### src/rtl/change_dispenser.sv
// Coin change dispenser: stores deposited coins of value 1, 2, 5 and 10 and
// pays out a requested amount greedily, one coin per valid/ready handshake.
`timescale 1ns/1ps

module change_dispenser #(
    parameter int COIN_STORAGE_VOLUME = 128,
    parameter int CNT_W               = $clog2(COIN_STORAGE_VOLUME + 1)
) (
    input  logic       clk_i,
    input  logic       hard_areset_n_i,
    input  logic [7:0] slave_data_coin_i,
    input  logic       slave_valid_coin_i,
    output logic       slave_ready_coin_o,
    output logic       coin_reject_o,
    input  logic [7:0] req_amount_i,
    input  logic       req_valid_i,
    output logic       req_ready_o,
    output logic [7:0] master_data_exchange_o,
    output logic       master_valid_exchange_o,
    input  logic       master_ready_exchange_i,
    output logic       done_o,
    output logic       short_o,
    output logic [7:0] remainder_o
);

    typedef enum logic [1:0] {
        IDLE   = 2'd0,
        SELECT = 2'd1,
        EMIT   = 2'd2,
        DONE   = 2'd3
    } state_t;

    localparam logic [CNT_W-1:0] MAX_CNT = CNT_W'(COIN_STORAGE_VOLUME);

    state_t           r_state;
    state_t           w_next_state;

    // Counter index map: 0 -> coin 1, 1 -> coin 2, 2 -> coin 5, 3 -> coin 10.
    logic [CNT_W-1:0] r_cnt [4];
    logic [7:0]       r_remaining;
    logic [7:0]       r_coin;
    logic [1:0]       r_coin_idx;
    logic             r_short;
    logic             r_reject;

    logic             w_idle;
    logic             w_dep_fire;
    logic             w_req_fire;
    logic             w_emit_fire;
    logic             w_dep_known;
    logic [1:0]       w_dep_idx;
    logic             w_dep_store;
    logic             w_dep_reject;
    logic             w_sel_found;
    logic [1:0]       w_sel_idx;
    logic [7:0]       w_sel_coin;

    // Ready is gated by the reset input itself so it reads 0 while reset is
    // held and 1 in the very first cycle after release.
    assign w_idle             = (r_state == IDLE);
    assign slave_ready_coin_o = w_idle & hard_areset_n_i;
    assign req_ready_o        = w_idle & hard_areset_n_i;

    assign w_dep_fire  = slave_valid_coin_i & slave_ready_coin_o;
    assign w_req_fire  = req_valid_i & req_ready_o;
    assign w_emit_fire = master_valid_exchange_o & master_ready_exchange_i;

    // NOTE: every signal driven in always_comb gets a default first, so no
    // path leaves it unassigned and no latch is inferred.
    always_comb begin
        w_dep_known = 1'b1;
        w_dep_idx   = 2'd0;
        case (slave_data_coin_i)
            8'd1:    w_dep_idx = 2'd0;
            8'd2:    w_dep_idx = 2'd1;
            8'd5:    w_dep_idx = 2'd2;
            8'd10:   w_dep_idx = 2'd3;
            default: w_dep_known = 1'b0;
        endcase
    end

    assign w_dep_store  = w_dep_fire & w_dep_known & (r_cnt[w_dep_idx] < MAX_CNT);
    assign w_dep_reject = w_dep_fire & ~w_dep_store;

    // Strictly greedy: largest coin that fits and is in stock, never revisited.
    always_comb begin
        w_sel_found = 1'b0;
        w_sel_idx   = 2'd0;
        w_sel_coin  = 8'd0;
        if (r_remaining >= 8'd10 && r_cnt[3] != '0) begin
            w_sel_found = 1'b1;
            w_sel_idx   = 2'd3;
            w_sel_coin  = 8'd10;
        end else if (r_remaining >= 8'd5 && r_cnt[2] != '0) begin
            w_sel_found = 1'b1;
            w_sel_idx   = 2'd2;
            w_sel_coin  = 8'd5;
        end else if (r_remaining >= 8'd2 && r_cnt[1] != '0) begin
            w_sel_found = 1'b1;
            w_sel_idx   = 2'd1;
            w_sel_coin  = 8'd2;
        end else if (r_remaining >= 8'd1 && r_cnt[0] != '0) begin
            w_sel_found = 1'b1;
            w_sel_idx   = 2'd0;
            w_sel_coin  = 8'd1;
        end
    end

    always_comb begin
        w_next_state = r_state;
        case (r_state)
            IDLE: begin
                if (w_req_fire) begin
                    w_next_state = SELECT;
                end
            end
            SELECT: begin
                if (r_remaining == 8'd0 || !w_sel_found) begin
                    w_next_state = DONE;
                end else begin
                    w_next_state = EMIT;
                end
            end
            EMIT: begin
                if (master_ready_exchange_i) begin
                    w_next_state = SELECT;
                end
            end
            DONE: begin
                w_next_state = IDLE;
            end
            default: begin
                w_next_state = IDLE;
            end
        endcase
    end

    // NOTE: sequential state uses non-blocking assignments so every register
    // samples pre-edge values regardless of statement order.
    always_ff @(posedge clk_i or negedge hard_areset_n_i) begin
        if (!hard_areset_n_i) begin
            r_state <= IDLE;
        end else begin
            r_state <= w_next_state;
        end
    end

    // NOTE: the coin store is reset explicitly; its contents are architectural
    // state and must read as empty after reset, unlike a scratch RAM.
    always_ff @(posedge clk_i or negedge hard_areset_n_i) begin
        if (!hard_areset_n_i) begin
            for (int i = 0; i < 4; i++) begin
                r_cnt[i] <= '0;
            end
        end else begin
            if (w_dep_store) begin
                r_cnt[w_dep_idx] <= r_cnt[w_dep_idx] + CNT_W'(1);
            end
            if (w_emit_fire && r_cnt[r_coin_idx] != '0) begin
                r_cnt[r_coin_idx] <= r_cnt[r_coin_idx] - CNT_W'(1);
            end
        end
    end

    always_ff @(posedge clk_i or negedge hard_areset_n_i) begin
        if (!hard_areset_n_i) begin
            r_remaining <= 8'd0;
            r_coin      <= 8'd0;
            r_coin_idx  <= 2'd0;
            r_short     <= 1'b0;
            r_reject    <= 1'b0;
        end else begin
            r_reject <= w_dep_reject;
            if (w_req_fire) begin
                r_remaining <= req_amount_i;
            end else if (w_emit_fire) begin
                r_remaining <= r_remaining - r_coin;
            end
            if (r_state == SELECT) begin
                r_short <= (r_remaining != 8'd0) & ~w_sel_found;
                if (w_sel_found) begin
                    r_coin     <= w_sel_coin;
                    r_coin_idx <= w_sel_idx;
                end
            end
        end
    end

    assign coin_reject_o           = r_reject;
    assign master_valid_exchange_o = (r_state == EMIT);
    assign master_data_exchange_o  = (r_state == EMIT) ? r_coin : 8'd0;
    assign done_o                  = (r_state == DONE);
    assign short_o                 = (r_state == DONE) & r_short;
    assign remainder_o             = (r_state == DONE) ? r_remaining : 8'd0;

endmodule

### config.mk
export PLATFORM = sky130hd
export DESIGN_NAME = change_dispenser
export DESIGN_NICKNAME = d
export VERILOG_FILES = /design/src/rtl/change_dispenser.sv
export SDC_FILE = /design/constraint.sdc
export NUM_CORES = 1
export LEC_CHECK = 0
export BUFFER_PORTS_ARGS = -buffer_cell sky130_fd_sc_hd__buf_4
export CAP_MARGIN = 20
export CORE_ASPECT_RATIO = 0.6
export CORE_MARGIN = 5
export CORE_UTILIZATION = 59
export DETAILED_ROUTE_END_ITERATION = 6
export GPL_ROUTABILITY_DRIVEN = 0
export PLACE_DENSITY = 0.79
export SYNTH_ARGS = -nofsm -noshare
export SYNTH_HDL_FRONTEND = slang
export SYNTH_SLANG_ARGS = --single-unit
### constraint.sdc
create_clock -name clk_i -period 3.5 [get_ports clk_i]
set_clock_uncertainty 0.15 [all_clocks]
set_input_delay 0 -clock clk_i [delete_from_list [all_inputs] [get_ports clk_i]]
set_output_delay 0 -clock clk_i [all_outputs]
set_load 0.01 [all_outputs]
==> flow_metrics.tcl, run 1 <==
set metrics [dict create \
    syn2layout_area_growth_pct 16.7 \
    fin_hold_ws_ns 0.0537 \
    switchingPower_uw 1670 \
    clock_sinks 49 \
    power_density_nw_per_um2 819 \
    clock_latency_ns 0.32 \
    cts-root-buf "clkbuf_8" \
    yosys_warnings 0 \
    period_minus_slack_ns 3.35 \
    synth-seq-cells 49 \
    r2r_slack_ns 0.15 \
    viasPerCell 6.86 \
    grt_use_total_pct 30.2 \
    r2r_end "r_cnt[29]" \
    start_kind "flop" \
    syn-cell-area_sq_um 3660 \
    critical_path_class "reg2reg" \
    wirelength_um 11800 \
    layout-drive-gt1-share_pct 20.3 \
    final_cell_mix "55 x buf_4, 49 x dfrtp_1, 40 x nand2_1, 29 x nor2_1, 27 x mux2i_1" \
    critPathRequiredTime_ns 3.56 \
    io_buffer_count 38 \
    drc 0 \
    antenna_found_initial 0 \
    cts.path.max_buffers 2 \
    synth_edf_count 0 \
    htreeDepth 2 \
    cp_max_fo 13 \
    dieArea_sq_um 7940 \
    ant_nets 0 \
    intPower_uw 1830 \
    drt_iter0_drc 600 \
    synthArstFlopShare_pct 100 \
    cts_made_buffers 5 \
    cts-resized-gates 0 \
    setup_viol 0 \
    num_rows 22 \
    syn_inst 400 \
    avgSynthCellArea_sq_um 9.16 \
    clockPowerShare_pct 12.8 \
    worstMarginPinSlew_ns 1.02 \
    status "finished clean" \
    drtPass1Iterations 6 \
    leakage_uw 0.00186 \
    min_from "slave_valid_coin_i" \
    grt_pass1_vias 3427 \
    fmax_mhz 298 \
    yosysTopAreaCellShare_pct 33.5 \
    rsz0062_at_grt "no" \
    holdPathStages 3 \
    die_w_um 112 \
    power_frac_seq_pct 32.8 \
    synth_cell_types 62 \
    hpwlAfterDp_um 8700 \
    drv_cap 0 \
    min_to "coin_reject_o" \
    cts_tree "yes" \
    grt_overflow 0 \
    grt_pass1_wl_um 18700 \
    p_sw_share_pct 47.8 \
    grt_max_degree 51 \
    hp-class "in2reg" \
    ioPinCount 43 \
    final_nets 477 \
    cp-end-kind "flop" \
    final_common_cell "buf_4" \
    maxSlewHeadroom_pct 31.5 \
    total_power_uw 3500 \
    rr_startpoint "r_coin_idx[0]" \
    core_area_sq_um 6080 \
    synthFlopType "dfrtp_1" \
    fin_crit_sh_pct 95.8 \
    slew_viol_final 0 \
    vias 3655 \
    comb_power_share_pct 54.3 \
    n_antenna_cell 0 \
    wire_per_inst_um 22.0 \
    die_y_um 71.1 \
    clk_pin_slew_ns 0.10 \
    ys_top_cells_by_area "dfrtp_1 33%, mux2i_1 7.4%, mux4_2 4.3%" \
    initial_core_util_pct 60.2 \
    reg2reg_depth 7 \
    yosysSeqAreaShare_pct 33.5 \
    yosys.area.top_type "dfrtp_1" \
    tns_ns 0 \
    vdd_drop_max_v 0.000566 \
    timing.critical_path.arrival_ns 3.41 \
    hold_viol_final 0 \
]
-- routing by layer --
layer	part of all wire [%]	track usage, %	wire, um	up-vias
met4	2.0	7.96	240	0
met5	0	0	0	-
met1	41	45.7	4870	1763
li1	-	-	-	1586
met2	41	41.6	4790	268
met3	16	9.32	1850	38
-- timing repair --
action	CTS	global route
hold endpoints to repair	59	0
buffers inserted	0	0
hold buffers	10	0
-- metrics by stage --
step / worst slack (ns) / area (sq um) / utilization [%] / cells
finish: 0.147 / 4280 / 70.3 / 533
global route: 0.0815 / 4280 / 70.3 / 533
CTS: 0.268 / 4280 / 70.3 / 533
detailed placement: 0.298 / 4050 / 66.6 / 515
global placement: 0.423 / 4050 / 66.6 / 515
floorplan: 0.771 / 3680 / - / 403
-- cell usage after synthesis, types with 5 or more instances --
cell       n
dfrtp_1   49
nand2_1   40
nor2_1    29
mux2i_1   27
nor4_1    19
o21ai_0   16
a21oi_1   14
inv_1     14
clkbuf_1  12
nor3_1    12
and3_1    10
nand2b_1   8
o211ai_1   8
xor2_1     8
ha_1       7
mux2_2     7
mux4_2     7
or3_1      7
buf_2      6
nand3_1    6
nor2b_1    6
o221ai_1   6
xnor2_1    6
a22oi_1    5
buf_4      5
-- critical path: stages (launching register included) --
cell and delay (ns):
dfrtp_1 0.74, mux4_2 0.34, inv_1 0.12, ha_1 0.20, and3_1 0.23, nor4_2 0.86
a2111oi_0 0.19, or3_1 0.41
-- layout make-up --
cell class                      instances  area [sq um]
Tap cell                               84           105
Multi-Input combinational cell        313          2250
Fill cell                             461          1810
Inverter                               14          52.6
Timing Repair Buffer                   65           513
Clock buffer                            6          82.6
Sequential cell                        49          1230
Clock inverter                          2          41.3
-- power groups by stage --
stage	sequential [uW]	clock, uW	combinational, uW
4_1_cts	1110	453	1850
3_5_place_dp	1120	0	1820
3_3_place_gp	1110	0	1750
5_1_grt	1160	476	2040
6_report	1150	450	1900
2_1_floorplan	967	0	1380
-- sequential cells by signal, summed over array words and instances (netlist names) --
| name | count |
|---|---|
| coin_reject_o | 1 |
| r_cnt | 32 |
| r_coin | 3 |
| r_coin_idx | 2 |
| r_remaining | 8 |
| r_short | 1 |
| r_state | 2 |
-- worst max path at each step --
stage	from	endpoint	cells after the start
floorplan	r_remaining[7]	r_coin[0]	6
global placement	r_coin_idx[1]	r_cnt[29]	7
detailed placement	r_coin_idx[0]	r_cnt[29]	7
CTS	r_coin_idx[1]	r_cnt[28]	7
global route	r_coin_idx[0]	r_cnt[29]	7
finish	r_coin_idx[0]	r_cnt[29]	7
-- cells by family after synthesis --
family / synth area share, %
AO/OA/AOI/OAI: 15.0
multiplexers: 14.5
other: 0.102
buffers and inverters: 5.33
AND/OR/NAND/NOR: 25.3
XOR/XNOR: 3.35
adder cells (fa/ha/maj): 2.94
flip-flops: 33.5
No activity file was read; power rests on OpenSTA's default activity.
==> inputs of run 2 (changes only) <==
==> constraint.sdc (replaced) <==
create_clock -name clk_i -period 3.5 [get_ports clk_i]
set_clock_uncertainty 0.15 [all_clocks]
set_input_delay 0.175 -clock clk_i [delete_from_list [all_inputs] [get_ports clk_i]]
set_output_delay 0.175 -clock clk_i [all_outputs]
set_load 0.01 [all_outputs]
==> flow_metrics.tcl, run 2 (synthesized netlist as in run 1, its figures left out) <==
set metrics [dict create \
    status "finished clean" \
    rr_startpoint "r_coin_idx[1]" \
    holdPathStages 5 \
    antenna_found_initial 0 \
    fin_hold_ws_ns 0.208 \
    clock_latency_ns 0.32 \
    slew_viol_final 0 \
    grt_pass1_wl_um 18600 \
    hp-class "in2reg" \
    hpwlAfterDp_um 8580 \
    clock_sinks 49 \
    syn2layout_area_growth_pct 15.7 \
    die_y_um 71.1 \
    cts.path.max_buffers 2 \
    io_buffer_count 38 \
    cts_hold_buf 10 \
    maxSlewHeadroom_pct 30.6 \
    cts_made_buffers 5 \
    fin_crit_sh_pct 89.0 \
    vdd_drop_max_v 0.000395 \
    final_nets 476 \
    nFillCells 485 \
    utilization_pct 69.7 \
    dieArea_sq_um 7940 \
    cts-root-buf "clkbuf_8" \
    largest_register_ff_count 32 \
    critical_path_class "reg2reg" \
    drt_iter0_drc 565 \
    vias 3592 \
    htreeDepth 2 \
    fmax_mhz 321 \
    power_density_nw_per_um2 807 \
    drc 0 \
    r2r_end "r_cnt[29]" \
    period_minus_slack_ns 3.12 \
    critPathRequiredTime_ns 3.62 \
    reg2reg_depth 6 \
    ant_nets 0 \
    cp-end-kind "flop" \
    crit_family "simple AND/OR/NAND/NOR gates" \
    wire_per_inst_um 21.6 \
    max_stage_delay_ns 0.69 \
    cpMaxStageDelayCell "mux4_1" \
    r2r_slack_ns 0.38 \
    worstMarginPinSlew_ns 1.04 \
    timing.critical_path.arrival_ns 3.23 \
    tns_ns 0 \
    ioPinCount 43 \
    die_w_um 112 \
    wirelength_um 11500 \
    crit_chain "mux4_1 > nor4_1 > and3_1 > nor4_2 > a2111oi_0 > or3_1" \
    hold_viol_final 0 \
    grt_overflow 0 \
    drtPass1Iterations 6 \
    grt_max_degree 51 \
    cp_max_fo 7 \
    grt_use_total_pct 29.6 \
    min_to "r_cnt[7]" \
    leakage_uw 0.00185 \
    num_rows 22 \
    layout-drive-gt1-share_pct 20.1 \
    final_common_cell "buf_4" \
    viasPerCell 6.75 \
    total_power_uw 3420 \
    top_regs "r_cnt: 32 flops, r_remaining: 8 flops, r_coin: 3 flops" \
    final_cell_mix "54 x buf_4, 49 x dfrtp_1, 40 x nand2_1, 29 x nor2_1, 27 x mux2i_1" \
    n_antenna_cell 0 \
    cts_tree "yes" \
    drv_cap 0 \
    core_area_sq_um 6080 \
    regMostFlops "r_cnt" \
    grt_pass1_vias 3437 \
    critPathBufInv 0 \
    rsz0062_at_grt "no" \
    min_from "slave_data_coin_i[3]" \
    cts-resized-gates 0 \
    start_kind "flop" \
    setup_viol 0 \
    clk_pin_slew_ns 0.11 \
    postCtsSetupRepairBufs 0 \
    initial_core_util_pct 60.2 \
]
-- run 2: cell count changes in the layout (fill, tap and decap cells not counted), sizes merged --
cell | before | now
bufinv | 1 | 0
clkbuf | 6 | 5
clkinv | 0 | 1
buf | 55 | 54
inv | 15 | 16
-- run 2: stage by stage --
step,cell area (sq um),setup slack [ns],cells
after global routing,4240,0.262,532
after global placement,4040,0.496,514
final,4240,0.383,532
after CTS,4240,0.455,532
after detailed placement,4040,0.454,514
after floorplan,3680,0.771,403
-- run 2: per-layer routing --
layer | global-route usage, % | share of wire [%] | up-vias
met1 | 44.2 | 41 | 1720
met5 | 0 | 0 | -
met4 | 9.58 | 2.4 | 0
met3 | 11.5 | 17 | 45
li1 | - | - | 1574
met2 | 38.8 | 40 | 253
-- run 2: area by class of cell --
type                            instances  area [sq um]  share of cell area [%]
Multi-Input combinational cell        313          2250                    53.2
Sequential cell                        49          1230                    28.9
Timing Repair Buffer                   64           505                    11.9
Tap cell                               84           105                    2.48
Clock buffer                            5          68.8                    1.62
Inverter                               14          52.6                    1.24
Clock inverter                          3          28.8                   0.678
-- run 2: how the worst max path moves through the flow --
stage	from	end	slack [ns]	depth (start not counted)
2_1_floorplan	r_remaining[7]	r_coin[0]	0.77	6
3_3_place_gp	slave_data_coin_i[5]	r_cnt[30]	0.50	11
3_5_place_dp	slave_data_coin_i[5]	r_cnt[29]	0.45	7
4_1_cts	r_coin_idx[1]	r_cnt[27]	0.46	7
5_1_grt	r_coin_idx[1]	r_cnt[30]	0.26	9
6_report	r_coin_idx[1]	r_cnt[29]	0.38	6
-- run 2: tightest hold or removal path, stage by stage --
cell and delay, ns:
buf_4 0.17, inv_1 0.06, nor4_1 0.06, nand4_1 0.09, a22oi_1 0.07
-- run 2: power breakdown --
group          internal, uW  switching, uW
registers               783            372
clock network           150            226
logic                   811           1080
total                  1740           1680
==> inputs of run 3 (changes only) <==
CORE_MARGIN = not set   (was 5)
RECOVER_POWER = 25   (was not set)
==> flow_metrics.tcl, run 3 (synthesized netlist as in run 1, its figures left out) <==
set metrics [dict create \
    num_rows 21 \
    drc 0 \
    wire_per_inst_um 21.2 \
    regMostFlops "r_cnt" \
    critPathRequiredTime_ns 3.60 \
    r2r_slack_ns 0.34 \
    timing.critical_path.arrival_ns 3.26 \
    fmax_mhz 317 \
    grt_overflow 0 \
    tns_ns 0 \
    drv_cap 0 \
    maxSlewHeadroom_pct 3.76 \
    vias 3560 \
    rr_startpoint "r_coin_idx[1]" \
    ant_nets 0 \
    critical_path_class "reg2reg" \
    antenna_found_initial 0 \
    clock_sinks 49 \
    multiInputGateArea_sq_um 2250 \
    status "finished clean" \
    startpoint "r_coin_idx[1]" \
    rsz0062_at_grt "no" \
    utilization_pct 73.8 \
    ioPinCount 43 \
    n_antenna_cell 0 \
    io_buffer_count 38 \
    final_cell_mix "56 x buf_4, 48 x dfrtp_1, 40 x nand2_1, 29 x nor2_1, 27 x mux2i_1" \
    clk_pin_slew_ns 0.09 \
    drtPass1Iterations 6 \
    postCtsSetupRepairBufs 0 \
    grt_pass1_vias 3346 \
    fin_crit_sh_pct 90.2 \
    die_y_um 63.1 \
    cts_tree "yes" \
    cts.path.max_buffers 2 \
    setup_viol 0 \
    period_minus_slack_ns 3.16 \
    worstMarginPinSlew_ns 1.44 \
    syn2layout_area_growth_pct 16.4 \
    cpMaxStageDelayCell "mux4_1" \
    grt_use_total_pct 36.3 \
    die_w_um 104 \
    clock_latency_ns 0.31 \
    cts-root-buf "clkbuf_8" \
    start_kind "flop" \
    hold_viol_final 0 \
    final_common_cell "buf_4" \
    layout-drive-gt1-share_pct 20.4 \
    leakage_uw 0.00186 \
    wirelength_um 11300 \
    vdd_drop_max_v 0.000575 \
    core_area_sq_um 5780 \
    viasPerCell 6.70 \
    dieArea_sq_um 6540 \
    drt_iter0_drc 420 \
    reg2reg_depth 7 \
    crit_chain "buf_4 > mux4_1 > nor4_1 > and3_1 > nor4b_4 > a2111oi_0 > or3_1" \
    hpwlAfterDp_um 8630 \
    cp-end-kind "flop" \
    cts_made_buffers 5 \
    grt_max_degree 28 \
    grt_pass1_wl_um 18000 \
    final_nets 480 \
    slew_viol_final 0 \
    hp-class "in2async" \
    nFillCells 434 \
    power_density_nw_per_um2 805 \
    fin_hold_ws_ns 0.173 \
    max_stage_delay_ns 0.63 \
    htreeDepth 2 \
    largest_register_ff_count 32 \
    top_regs "r_cnt: 32 flops, r_remaining: 8 flops, r_coin: 3 flops" \
    regArea_sq_um 1230 \
    initial_core_util_pct 63.4 \
    cp_max_fo 15 \
    r2r_end "r_cnt[13]" \
]
run 3: cell count changes in the layout (fill, tap and decap cells not counted), sizes merged:
cell / change
buf: +2
clkbuf: +2
inv: -2
bufinv: +1
run 3: worst max path at each step:
stage / to / slack, ns / cells after the start
floorplan: r_coin[0] / 0.77 / 6
finish: r_cnt[13] / 0.34 / 7
CTS: r_cnt[27] / 0.24 / 8
global placement: r_cnt[27] / 0.41 / 8
global route: r_cnt[13] / 0.14 / 7
detailed placement: r_cnt[27] / 0.25 / 8
run 3: metrics by stage:
stage	area, sq um	setup slack [ns]	cells	total power (uW)
after floorplan	3680	0.771	403	2350
after global placement	4070	0.408	514	2880
after detailed placement	4070	0.252	514	2950
after CTS	4270	0.244	531	3360
after global routing	4270	0.136	531	3640
final	4270	0.342	531	3430
run 3: critical path: cells and delay by family (launching register included):
family | cells | cell delay (ns)
AND/OR/NAND/NOR | 4 | 1.17
multiplexers | 1 | 0.63
flip-flops | 1 | 0.51
AO/OA/AOI/OAI | 1 | 0.42
buffers and inverters | 1 | 0.20
run 3: report_power, final:
part | switching [uW] | total, uW | internal (uW)
clock | 195 | 403 | 208
combinational | 1100 | 1920 | 813
sequential | 331 | 1120 | 786
total | 1630 | 3430 | 1810
run 3: timing repair:
action / in CTS / in global routing
resized for setup: 0 / 1
setup endpoints to repair: 0 / 1
hold endpoints to repair: 31 / 0
hold buffers: 10 / 0
run 3: layer usage:
metal | part of all wire [%] | wire length, um | GRT usage, % | vias to the layer above
met1 | 42 | 4760 | 52.3 | 1704
met5 | 0 | 0 | 0 | -
met3 | 16 | 1780 | 14.6 | 18
met2 | 40 | 4550 | 49.9 | 249
met4 | 1.7 | 193 | 10.2 | 0
li1 | - | - | - | 1589
run 3: final cells by class:
cell class	instances	share of cell area, %
inverters	14	1.23
multi-input cells	313	52.8
clock buffers	5	1.61
well taps	80	2.35
repair buffers	68	12.4
clock inverters	2	0.821
flip-flops and latches	49	28.8
